### src/rtl/vote_collector.sv
// vote_collector: collects one vote per voter (7 voters) during a session that
// opens on start. The session closes when everyone has voted or the timer runs
// out. The closed ballot is then presented on people/absent with a one-cycle
// people_valid strobe.
module vote_collector #(
    parameter int TIMEOUT = 16
) (
    input  logic       clk,
    input  logic       rst,
    input  logic       start,
    input  logic       abort,
    input  logic       vote_valid,
    input  logic [2:0] voter_id,
    input  logic       vote_value,
    output logic       vote_ready,
    output logic       reject,
    output logic [6:0] people,
    output logic [6:0] absent,
    output logic       people_valid,
    output logic       busy
);

    typedef enum logic [1:0] {
        IDLE,
        COLLECT,
        DONE
    } state_t;

    state_t     state;
    state_t     state_next;
    logic [6:0] ballot;
    logic [6:0] mask;
    logic [6:0] ballot_next;
    logic [6:0] mask_next;
    logic [7:0] timer;
    logic [7:0] voter_sel;
    logic [7:0] mask_ext;
    logic       taken;
    logic       accept;
    logic       refuse;
    logic       close;

    // Vote qualification, ballot/mask update and next-state selection.
    // Voter id 7 is folded into the mask as a permanently "already voted"
    // slot, so illegal ids and duplicates are refused by the same test.
    always_comb begin
        state_next  = state;
        voter_sel   = 8'b1 << voter_id;
        mask_ext    = {1'b1, mask};
        taken       = mask_ext[voter_id];
        accept      = 1'b0;
        refuse      = 1'b0;
        close       = 1'b0;
        ballot_next = ballot;
        mask_next   = mask;

        if (state == COLLECT && !abort && vote_valid) begin
            accept = !taken;
            refuse = taken;
        end

        if (accept) begin
            ballot_next = (ballot & ~voter_sel[6:0]) |
                          (vote_value ? voter_sel[6:0] : 7'b0);
            mask_next   = mask | voter_sel[6:0];
        end

        if (state == COLLECT && !abort) begin
            close = (mask_next == 7'h7F) || (timer == 8'(TIMEOUT - 1));
        end

        case (state)
            IDLE: begin
                if (start && !abort) begin
                    state_next = COLLECT;
                end
            end
            COLLECT: begin
                if (abort) begin
                    state_next = IDLE;
                end else if (close) begin
                    state_next = DONE;
                end
            end
            DONE: begin
                state_next = IDLE;
            end
            default: begin
                state_next = IDLE;
            end
        endcase
    end

    // State, session bookkeeping and the held result registers.
    always_ff @(posedge clk) begin
        if (rst) begin
            state  <= IDLE;
            ballot <= 7'b0;
            mask   <= 7'b0;
            timer  <= 8'd0;
            people <= 7'b0;
            absent <= 7'b0;
            reject <= 1'b0;
        end else begin
            state  <= state_next;
            reject <= refuse;
            if (state == IDLE && start && !abort) begin
                ballot <= 7'b0;
                mask   <= 7'b0;
                timer  <= 8'd0;
            end else if (state == COLLECT && !abort) begin
                ballot <= ballot_next;
                mask   <= mask_next;
                timer  <= timer + 8'd1;
                if (close) begin
                    people <= ballot_next;
                    absent <= ~mask_next;
                end
            end
        end
    end

    // Status outputs are decoded directly from the state.
    always_comb begin
        vote_ready   = (state == COLLECT);
        busy         = (state != IDLE);
        people_valid = (state == DONE);
    end

endmodule

### config.mk
export PLATFORM = sky130hd
export DESIGN_NAME = vote_collector
export DESIGN_NICKNAME = d
export VERILOG_FILES = /design/src/rtl/vote_collector.sv
export SDC_FILE = /design/constraint.sdc
export NUM_CORES = 1
export LEC_CHECK = 0
export BUFFER_PORTS_ARGS = -buffer_cell sky130_fd_sc_hd__buf_2
export CAP_MARGIN = 20
export CORE_MARGIN = 3
export CORE_UTILIZATION = 25
export DETAILED_ROUTE_END_ITERATION = 8
export HOLD_SLACK_MARGIN = 0.1
export PLACE_DENSITY = 0.54
export SLEW_MARGIN = 25
export SYNTH_ARGS = -nofsm -noshare
export SYNTH_HDL_FRONTEND = slang
export SYNTH_SLANG_ARGS = --single-unit
### constraint.sdc
create_clock -name clk -period 2.1 [get_ports clk]
set_input_delay 0.21 -clock clk [delete_from_list [all_inputs] [get_ports clk]]
set_output_delay 0.21 -clock clk [all_outputs]
set_load 0.02 [all_outputs]
### Word level (Yosys, flattened, before mapping)

Index checks and enable logic that the tools add are counted.

* logic and storage cells: 48
* input bits: 9
* bits in registers: 39
* output and inout bits: 18

* reduce and logical (&&, ||, !) cells: 14
* order comparisons: 1
* shift operators: 1
* bitwise gates (word level): 7
* add/subtract/negate cells: 1
* equality and inequality tests: 6
* mux-type cells: 11

Operator list (count)
* $mux 7: 3
* $not 7->7: 2
* $or 7x7->7: 2
* $add 8x1->8 const B: 1
* $eq 8x4->1 const B: 1
* $and 7x7->7: 1
* $eq 7x7->1 const B: 1
* $shl 1x3->7 const A: 1
* $mux 2: 3
* $logic_and 1x1->1: 5
* $lt 3x4->1 const B: 1
* $pmux 2 s2: 1
* $reduce_or 2->1: 2
* $bmux 1 s3: 1
* $mux 1: 3
* $ne 3x2->1 const B: 1
* $reduce_and 3->1: 1
* $eq 2x1->1 const B: 1
* $eq 2x2->1 const B: 1
* $logic_not 1->1: 2
* $logic_not 2->1: 1
* $ne 2x2->1 const B: 1
* $not 1->1: 2
* $reduce_and 2->1: 1
* other kinds (2): 2

### Longest topological paths before layout

Gate-level depths: netlist of the first run.

* depth after elaboration: 11
* depth in mapped cells: 8

### Worst setup path after synthesis of the first run

OpenSTA, ideal clock, no wires.

* path type: reg2reg
* from: register state[0]
* to: register absent[0]
* slack: -59 ps
* data arrival time: 2035 ps
* path buffers: 3
* cell stages (with the launch flop): 9
* cell sequence: dfxtp_1 buf_4 or3b_1 buf_2 o41ai_4 o32a_1 buf_4 nand3_2 mux2_1

* longest elaborated chain between the ends: 9
* elaborated cells between the ends (all ways): 14
* classes of those cells: eq/ne: 2; mux: 3; bitwise: 2; reduce/logical: 7

Ends and longest elaborated chain
* start: declaration: line 29 `state_t state;`
* start signal: assignment: line 105 `state <= state_next;`
* $eq 2x1->1: line 57, 68, 111
* $logic_and 1x1->1: line 57, 68, 111
* $logic_and 1x1->1: line 57 `if (state == COLLECT && !abort && vote_valid) begin`
* $mux 1: line 57
* $mux 7: line 62 `if (accept) begin`
* $eq 7x7->1: line 69 `close = (mask_next == 7'h7F) || (timer == 8'(TIMEOUT - 1));`
* $logic_or 1x1->1: line 69
* $mux 1: line 68 `if (state == COLLECT && !abort) begin`
* $reduce_and 3->1 (no source line)
* end signal: assignment: line 117 `absent <= ~mask_next;`
* end: declaration: line 18 `output logic [6:0] absent,`

Parallel ways exist; a longest one is shown, timed or not.
A chain may end at the register's enable or synchronous reset.

### Worst setup path after layout of the first run

* from: register state[0]
* to: register absent[2]

The elaborated chain is that of the path after synthesis.

==> impl_metrics.toml, run 1 <==
[hold_path]
hp-class = "in2reg"

[sta]
timing.setup.tns_ps = 0
rsz0062_at_grt = "true"
fin_crit_sh_pct = 97.4
tightest_slew_ps = 476
holdWs_ps = 254
hold_violations = 0
setup_violations = 0
maxSlewHeadroom_pct = 68.3
finalCriticalPeriod_ps = 2050
finalClockSkew_ps = 3.53
clock.fmax_mhz = 489
finalMaxSlewViolations = 0

[route]
route.detailed.drc = 0
wirelength_mm = 5.06
routedWlPerCell_um = 14.7
via_per_inst = 4.90
vias = 1691
ant_nets = 0
drt_pass1_iterations = 4
drtIter0Drc = 98

[synthesis]
ys_top_cells_by_count = "dfxtp_1, nor2_1, a21oi_1"
synth.most_common_cell = "dfxtp_1"
yosys.area.top_type = "dfxtp_1"
ys.flop_type = "dfxtp_1"
synth_edf_count = 0
ys_seq_area_share_pct = 41.9
async_reset_ff_share_pct = 0
synth_area_per_cell_um2 = 9.17
synthCells = 203
ys_warn_count = 0
synth_nets = 213
yosys.area.top_type_share_pct = 41.9
syn_area_mm2 = 0.00186
synthTopCellsByArea = "dfxtp_1, nor2_1, nor2b_1"
ys_types = 49
synth_seq_cells = 39

[global_routing]
grt_pass1_vias = 1571
grt_pass1_wl_mm = 8.25
grt_remaining_overflow = 0
grt_usage_pct = 12.3
grt_max_degree = 23
antenna_found_initial = 0

[floorplan]
io_pins = 27
fp-row-count = 30
die_area_mm2 = 0.00852
initial_core_util_pct = 26.5
core_mm2 = 0.00702
die_w_um = 92.3
die_y_um = 92.3

[final_layout]
multi_input_area_mm2 = 0.00110
num_antenna_cells = 0
drive_gt1_share_pct = 32.1
syn_to_final_growth_pct = 29.8
fin_nets = 258
seq_area_um2 = 786
finalInstanceArea_mm2 = 0.00242
fill_cells = 762

[placement]
place_hpwl_mm = 3.66
place_area_mm2 = 0.00228
gp_congestion = 0.891
portBuffers = 26

[run_status]
status = "complete, no violations"

[worst_setup_path]
cp.required_ps = 2320
critPathLaunchType = "flip-flop"
path_class = "reg2reg"
end_kind = "flip-flop"
critPathArrivalTime_ps = 2270
worst-path-max-fanout = 7

[cts]
cts-root-buf = "clkbuf_8"
clk_pin_slew_ps = 70
cts_tree = "done"
insertion_delay_ps = 290
cts.sinks = 39
cts_buffers = 5
clock_path_buffers = 2
cts_hold_buf = 0
h-tree-depth = 2

[pwr]
powerDensity_mw_per_mm2 = 551
leakagePower_uw = 0.000948
vdd_ir_drop_max_mv = 0.312

[job]
maxCapViolations = 0
[logic make-up after synthesis]
group,count (synthesis),share of synthesized area [%]
AOI/OAI and AO/OA,48,19.5
and+or+nand+nor,83,25.0
xor gates and xnor gates,6,2.82
buffers and inverters,16,3.70
DFF,39,41.9
adders and majority gates,1,0.672
muxes,10,6.38
[critical path: stages (launching register included)]
cell	delay, ps
dfxtp_4	360
or3b_4	410
o41ai_4	370
o32ai_4	190
or4_1	530
a21oi_1	120
[where the power goes]
part           leakage, uW  switching (uW)  internal, uW
clock            0.0000422             256           233
sequential        0.000315            2.15           741
combinational     0.000590            63.1          36.5
total             0.000948             322          1010
[placed cells by master (no fill, tap or decap), drive strengths merged, types with 2 or more instances in the layout]
cell	count
dfxtp	39
nand3b	2
o31ai	4
nor2	22
o41ai	2
mux2	5
a31oi	9
and2	2
clkbuf	7
nor3	5
nor4	3
nand2	11
o21ai	2
a31o	4
buf	51
xnor2	2
a311oi	2
nand4b	2
inv	3
a211oi	7
mux2i	4
nand2b	5
o311a	2
or4	2
nor2b	10
and3	2
or2	2
nand4	3
a21oi	12
nand3	5
xor2	4
[layer usage]
metal	track usage, %	wire (um)
met1	17.0	2420
met2	19.0	2360
met3	2.68	245
met4	3.71	34
met5	0	0
[registers in the layout, indices dropped and copies added, names as in the netlist]
name,flops
reject,1
mask,7
timer,8
state,2
ballot,7
people,7
absent,7
[per-stage QoR]
stage          util [%]  std cells  setup WS, ps  total power [uW]
6_report           34.4        345          54.2              1330
5_1_grt            34.4        345         -19.1              1400
4_1_cts            33.8        343          21.1              1350
3_5_place_dp       32.5        335        -0.791               856
3_3_place_gp       32.5        335          25.4               856
2_1_floorplan         -        203         -5.85               818
[final timing paths]
check | cells after the start | slack, ps | to | startpoint
worst min-delay path | 3 | 250 | state[0] | abort
worst min register to register | 2 | 470 | absent[5] | absent[5]
worst max-delay path | 5 | 50 | absent[2] | state[0]
worst max register to register | 5 | 50 | absent[2] | state[0]
[final cells by class]
class / count / area share [%]
clock buffer: 7 / 3.16
clock inverter: 1 / 0.207
inverter: 3 / 0.466
multi-input combinational: 148 / 45.4
sequential: 39 / 32.5
tap: 96 / 4.97
timing repair buffer: 51 / 13.3
[repair_timing]
action / CTS / global route
pin swaps: 0 / 1
resized for setup: 2 / 9
setup buffers: 0 / 2
hold endpoints to repair: 0 / 0
endpoints found under the setup margin: 7 / 14
(Power assumes the default switching activity.)
==> run 2: changes to the inputs <==
--- a/config.mk
+++ b/config.mk
@@ -10,6 +10,7 @@
 export CORE_MARGIN = 3
 export CORE_UTILIZATION = 25
 export DETAILED_ROUTE_END_ITERATION = 8
+export GPL_TIMING_DRIVEN = 0
 export HOLD_SLACK_MARGIN = 0.1
 export PLACE_DENSITY = 0.54
 export SLEW_MARGIN = 25
==> run 2 against run 1 <==
The run now ends with setup timing left. Wire length rose by 0.28%. Final cell count down 0.87%. Via count up 0.24%. Register-to-register slack worse by 60 ps. Critical path depth is the same. Critical endpoint unchanged.
==> impl_metrics.toml, run 2 (same netlist as run 1, synthesis figures left out) <==
[global_routing]
antenna_found_initial = 0
grt_max_degree = 12
grt_pass1_wl_mm = 8.27
grt_usage_pct = 12.5
grt_pass1_vias = 1642
grt_remaining_overflow = 0

[pwr]
intPower_uw = 1070
pwr-share-comb_pct = 6.9
powerDensity_mw_per_mm2 = 569
leakagePower_uw = 0.000921
power.share.clock_pct = 39.9
seq_power_share_pct = 53.2
p_sw_share_pct = 23.2
p_switching_uw = 323
vdd_ir_drop_max_mv = 0.265

[worst_setup_path]
end_kind = "flip-flop"
path_class = "reg2reg"
worst-path-max-fanout = 6
r2r_start = "state[0]"
critPathLaunchType = "flip-flop"
cp.required_ps = 2330
critPathArrivalTime_ps = 2330
crit_start = "state[0]"

[route]
via_per_inst = 4.96
wirelength_mm = 5.07
drt_pass1_iterations = 4
routedWlPerCell_um = 14.8
vias = 1695
drtIter0Drc = 92
route.detailed.drc = 0
ant_nets = 0

[floorplan]
initial_core_util_pct = 26.5
io_pins = 27
core_mm2 = 0.00702
die_area_mm2 = 0.00852
die_y_um = 92.3
die_w_um = 92.3
fp-row-count = 30

[cts]
cts_hold_buf = 0
cts-root-buf = "clkbuf_8"
clock_path_buffers = 2
h-tree-depth = 2
cts_buffers = 5
insertion_delay_ps = 290
clk_pin_slew_ps = 70
cts.sinks = 39
cts_tree = "done"

[sta]
fin_crit_sh_pct = 100
tightest_slew_ps = 797
maxSlewHeadroom_pct = 46.2
rsz0062_at_grt = "true"
fin_ws_ps = -7.01
setup_violations = 1
finalClockSkew_ps = 3.94
clock.fmax_mhz = 475
finalCriticalPeriod_ps = 2110
finalMaxSlewViolations = 0
hold_violations = 0

[final_layout]
syn_to_final_growth_pct = 31.7
finalInstanceArea_mm2 = 0.00245
fill_cells = 757
num_antenna_cells = 0
largest_register_ffs = 8
final_common_cell = "dfxtp_1"
largest-register = "timer"
fin_nets = 255
final_cells = 342
drive_gt1_share_pct = 30.5
most-common-layout-cells = "dfxtp_1, buf_2, nor2_1"

[hold_path]
min-delay-start = "abort"
hp-class = "in2reg"

[placement]
place_area_mm2 = 0.00216
dp_slack_ps = -259
placedCellCount = 323
gp_congestion = 0.863
place_hpwl_mm = 3.66
portBuffers = 24

[run_status]
status = "finished with violations"
violations = "setup timing"

[job]
maxCapViolations = 0
-- run 2: changes by cell type in the layout (fill, tap and decap cells not counted), sizes merged --
cell    delta
buf       -12
clkbuf    +10
clkinv     -1
-- run 2: final timing paths --
kind / endpoint / slack (ps) / cells after the start
setup / recovery: absent[2] / -7 / 5
hold / removal: state[0] / 220 / 2
setup reg to reg: absent[2] / -7 / 5
hold reg to reg: absent[2] / 470 / 2
-- run 2: layout make-up --
type                    count  area [um2]  area share (%)
multi-input cells         148        1150            46.7
flip-flops and latches     39         788            32.1
repair buffers             37         230            9.39
well taps                  96         120            4.90
clock buffers               8         100            4.08
plain buffers              11        56.3            2.30
inverters                   3        11.3           0.459
-- run 2: through the flow --
step	hold WS, ps	power [uW]	utilization (%)	setup TNS (ps)
after CTS	186	1410	33.7	-645
after global placement	464	849	30.8	-2580
after floorplan	279	818	-	-23.4
final	223	1400	34.9	-7.01
after detailed placement	466	850	30.8	-2780
after global routing	227	1470	34.9	-290
-- run 2: critical path: stages, from the launching register on --
cell and delay [ps]:
dfxtp_4 370, or3b_4 430, o41ai_4 370, o32ai_4 190, or4_4 540, a21oi_2 140
-- run 2: timing repair --
item / in CTS / in global routing
setup buffers: 9 / 4
pin swaps: 12 / 9
gates resized for setup: 10 / 14
endpoints found under the setup margin: 16 / 17
-- run 2: power by group through the flow --
stage	clock (uW)	sequential, uW	combinational [uW]
after floorplan	0	760	57.4
after global placement	0	760	88.6
after detailed placement	0	760	89.3
after CTS	578	742	91.1
after global routing	623	742	106
final	557	742	96.6
-- run 2: per-layer routing --
metal / share of wire (%) / GRT usage, %
met1: 47 / 16.6
met2: 47 / 19.5
met3: 4.4 / 3.66
met4: 1.9 / 4.21
met5: 0 / 0
==> run 3: changes to the inputs <==
--- a/config.mk
+++ b/config.mk
@@ -13,6 +13,7 @@
 export GPL_TIMING_DRIVEN = 0
 export HOLD_SLACK_MARGIN = 0.1
 export PLACE_DENSITY = 0.54
+export RECOVER_POWER = 50
 export SLEW_MARGIN = 25
 export SYNTH_ARGS = -nofsm -noshare
 export SYNTH_HDL_FRONTEND = slang
==> run 3 against run 2 <==
The flow still finishes with violations (setup timing). Clock power barely moved. Non-clock buffer count stayed put. First-iteration DRC count is 3.3% higher. Worst setup slack worse by 1.2 ps. Wire length hardly changed. Clock skew barely moved. Fmax barely moved. Critical path type unchanged.
==> impl_metrics.toml, run 3 (same netlist as run 1, synthesis figures left out) <==
[run_status]
status = "finished with violations"
violations = "setup timing"

[worst_setup_path]
cp.required_ps = 2330
critPathArrivalTime_ps = 2340
cp.depth = 5
end_kind = "flip-flop"
crit_slowest_cell = "or4_4"
path_class = "reg2reg"
slowest_delay_ps = 540
crit_chain = "or3b_4, o41ai_4, o32ai_4, or4_4, a21oi_2"
worst-path-max-fanout = 6
critPathBufInv = 0
critPathLaunchType = "flip-flop"
ff2ff_path_depth = 5
cpLargestDelayFamily = "simple AND/OR/NAND/NOR gates"

[pwr]
powerDensity_mw_per_mm2 = 574
pwr-share-comb_pct = 6.9
power.share.clock_pct = 39.9
p_sw_share_pct = 23.3
p_switching_uw = 325
intPower_uw = 1070
vdd_ir_drop_max_mv = 0.266
leakagePower_uw = 0.000850
seq_power_share_pct = 53.1

[sta]
finalClockSkew_ps = 4.20
finalMaxSlewViolations = 0
maxSlewHeadroom_pct = 46.9
finalCriticalPeriod_ps = 2110
clock.fmax_mhz = 474
fin_ws_ps = -8.16
rsz0062_at_grt = "true"
setup_violations = 1
hold_violations = 0
timing.setup.tns_ps = -8.16
fin_crit_sh_pct = 100
tightest_slew_ps = 786

[route]
ant_nets = 0
via_per_inst = 5.00
drt_pass1_iterations = 4
drtIter0Drc = 95
routedWlPerCell_um = 14.8
route.detailed.drc = 0
vias = 1711
wirelength_mm = 5.08

[placement]
gp_congestion = 0.863
place_hpwl_mm = 3.66
place_area_mm2 = 0.00216
portBuffers = 24

[final_layout]
num_antenna_cells = 0
multi_input_area_mm2 = 0.00115
drive_gt1_share_pct = 24.0
finalInstanceArea_mm2 = 0.00243
syn_to_final_growth_pct = 30.6
largest-register = "timer"
final_common_cell = "dfxtp_1"
fin_nets = 255
seq_area_um2 = 788
most-common-layout-cells = "dfxtp_1, clkbuf_1, nor2_1"
fill_cells = 762
largest_register_ffs = 8

[job]
maxCapViolations = 0

[global_routing]
grt_usage_pct = 12.5
antenna_found_initial = 0
grt_pass1_wl_mm = 8.27
grt_pass1_vias = 1642
grt_max_degree = 12
grt_remaining_overflow = 0

[cts]
cts_buffers = 5
cts.sinks = 39
cts_tree = "done"
insertion_delay_ps = 300
clock_path_buffers = 2
clk_pin_slew_ps = 70
cts_hold_buf = 0
h-tree-depth = 2
cts-root-buf = "clkbuf_8"

[floorplan]
io_pins = 27
fp-row-count = 30
initial_core_util_pct = 26.5
die_y_um = 92.3
die_area_mm2 = 0.00852
die_w_um = 92.3
core_mm2 = 0.00702

[hold_path]
hold_depth = 2
hp-class = "in2reg"
## run 3: changes by cell type in the layout (fill, tap and decap cells not counted), sizes merged
cell / change
clkbuf: +16
buf: -16
## run 3: repair_timing
| item | 4_1_cts | 5_1_grt |
|---|---|---|
| endpoints found under the setup margin | 16 | 17 |
| pin swaps | 12 | 9 |
| gates resized for setup | 10 | 14 |
| buffers inserted | 9 | 4 |
| hold endpoints to repair | 0 | 0 |
## run 3: path summary, 6_finish.rpt
| kind | start | end | slack, ps |
|---|---|---|---|
| worst max register to register | state[0] | absent[2] | -8 |
| worst min register to register | absent[2] | absent[2] | 480 |
| worst max-delay path | state[0] | absent[2] | -8 |
| worst min-delay path | abort | state[0] | 220 |
## run 3: cell type report
| cell class | instances | share of cell area, % |
|---|---|---|
| multi-input combinational | 148 | 47.1 |
| sequential | 39 | 32.4 |
| timing repair buffer | 37 | 8.64 |
| tap | 96 | 4.94 |
| clock buffer | 8 | 4.12 |
| buffer | 11 | 2.31 |
| inverter | 3 | 0.463 |
## run 3: through the flow
stage | std cells | hold WS [ps] | util, % | setup slack (ps) | power [uW]
after CTS | 339 | 186 | 33.7 | -112 | 1410
after global routing | 342 | 227 | 34.7 | -91.6 | 1470
final | 342 | 222 | 34.7 | -8.16 | 1400
after floorplan | 203 | 279 | - | -5.85 | 818
after detailed placement | 323 | 466 | 30.8 | -259 | 850
after global placement | 323 | 464 | 30.8 | -252 | 849
## run 3: power groups by stage
| stage | combinational [uW] | clock [uW] | sequential [uW] |
|---|---|---|---|
| floorplan | 57.4 | 0 | 760 |
| global placement | 88.6 | 0 | 760 |
| detailed placement | 89.3 | 0 | 760 |
| CTS | 91.1 | 578 | 742 |
| global route | 106 | 623 | 742 |
| finish | 96.6 | 558 | 742 |
## run 3: routing by layer
metal	vias up	track usage, %	share of wire, %
met2	36	19.5	47
li1	840	-	-
met3	8	3.66	4.8
met1	827	16.6	47
met5	-	0	0
met4	0	4.21	1.8
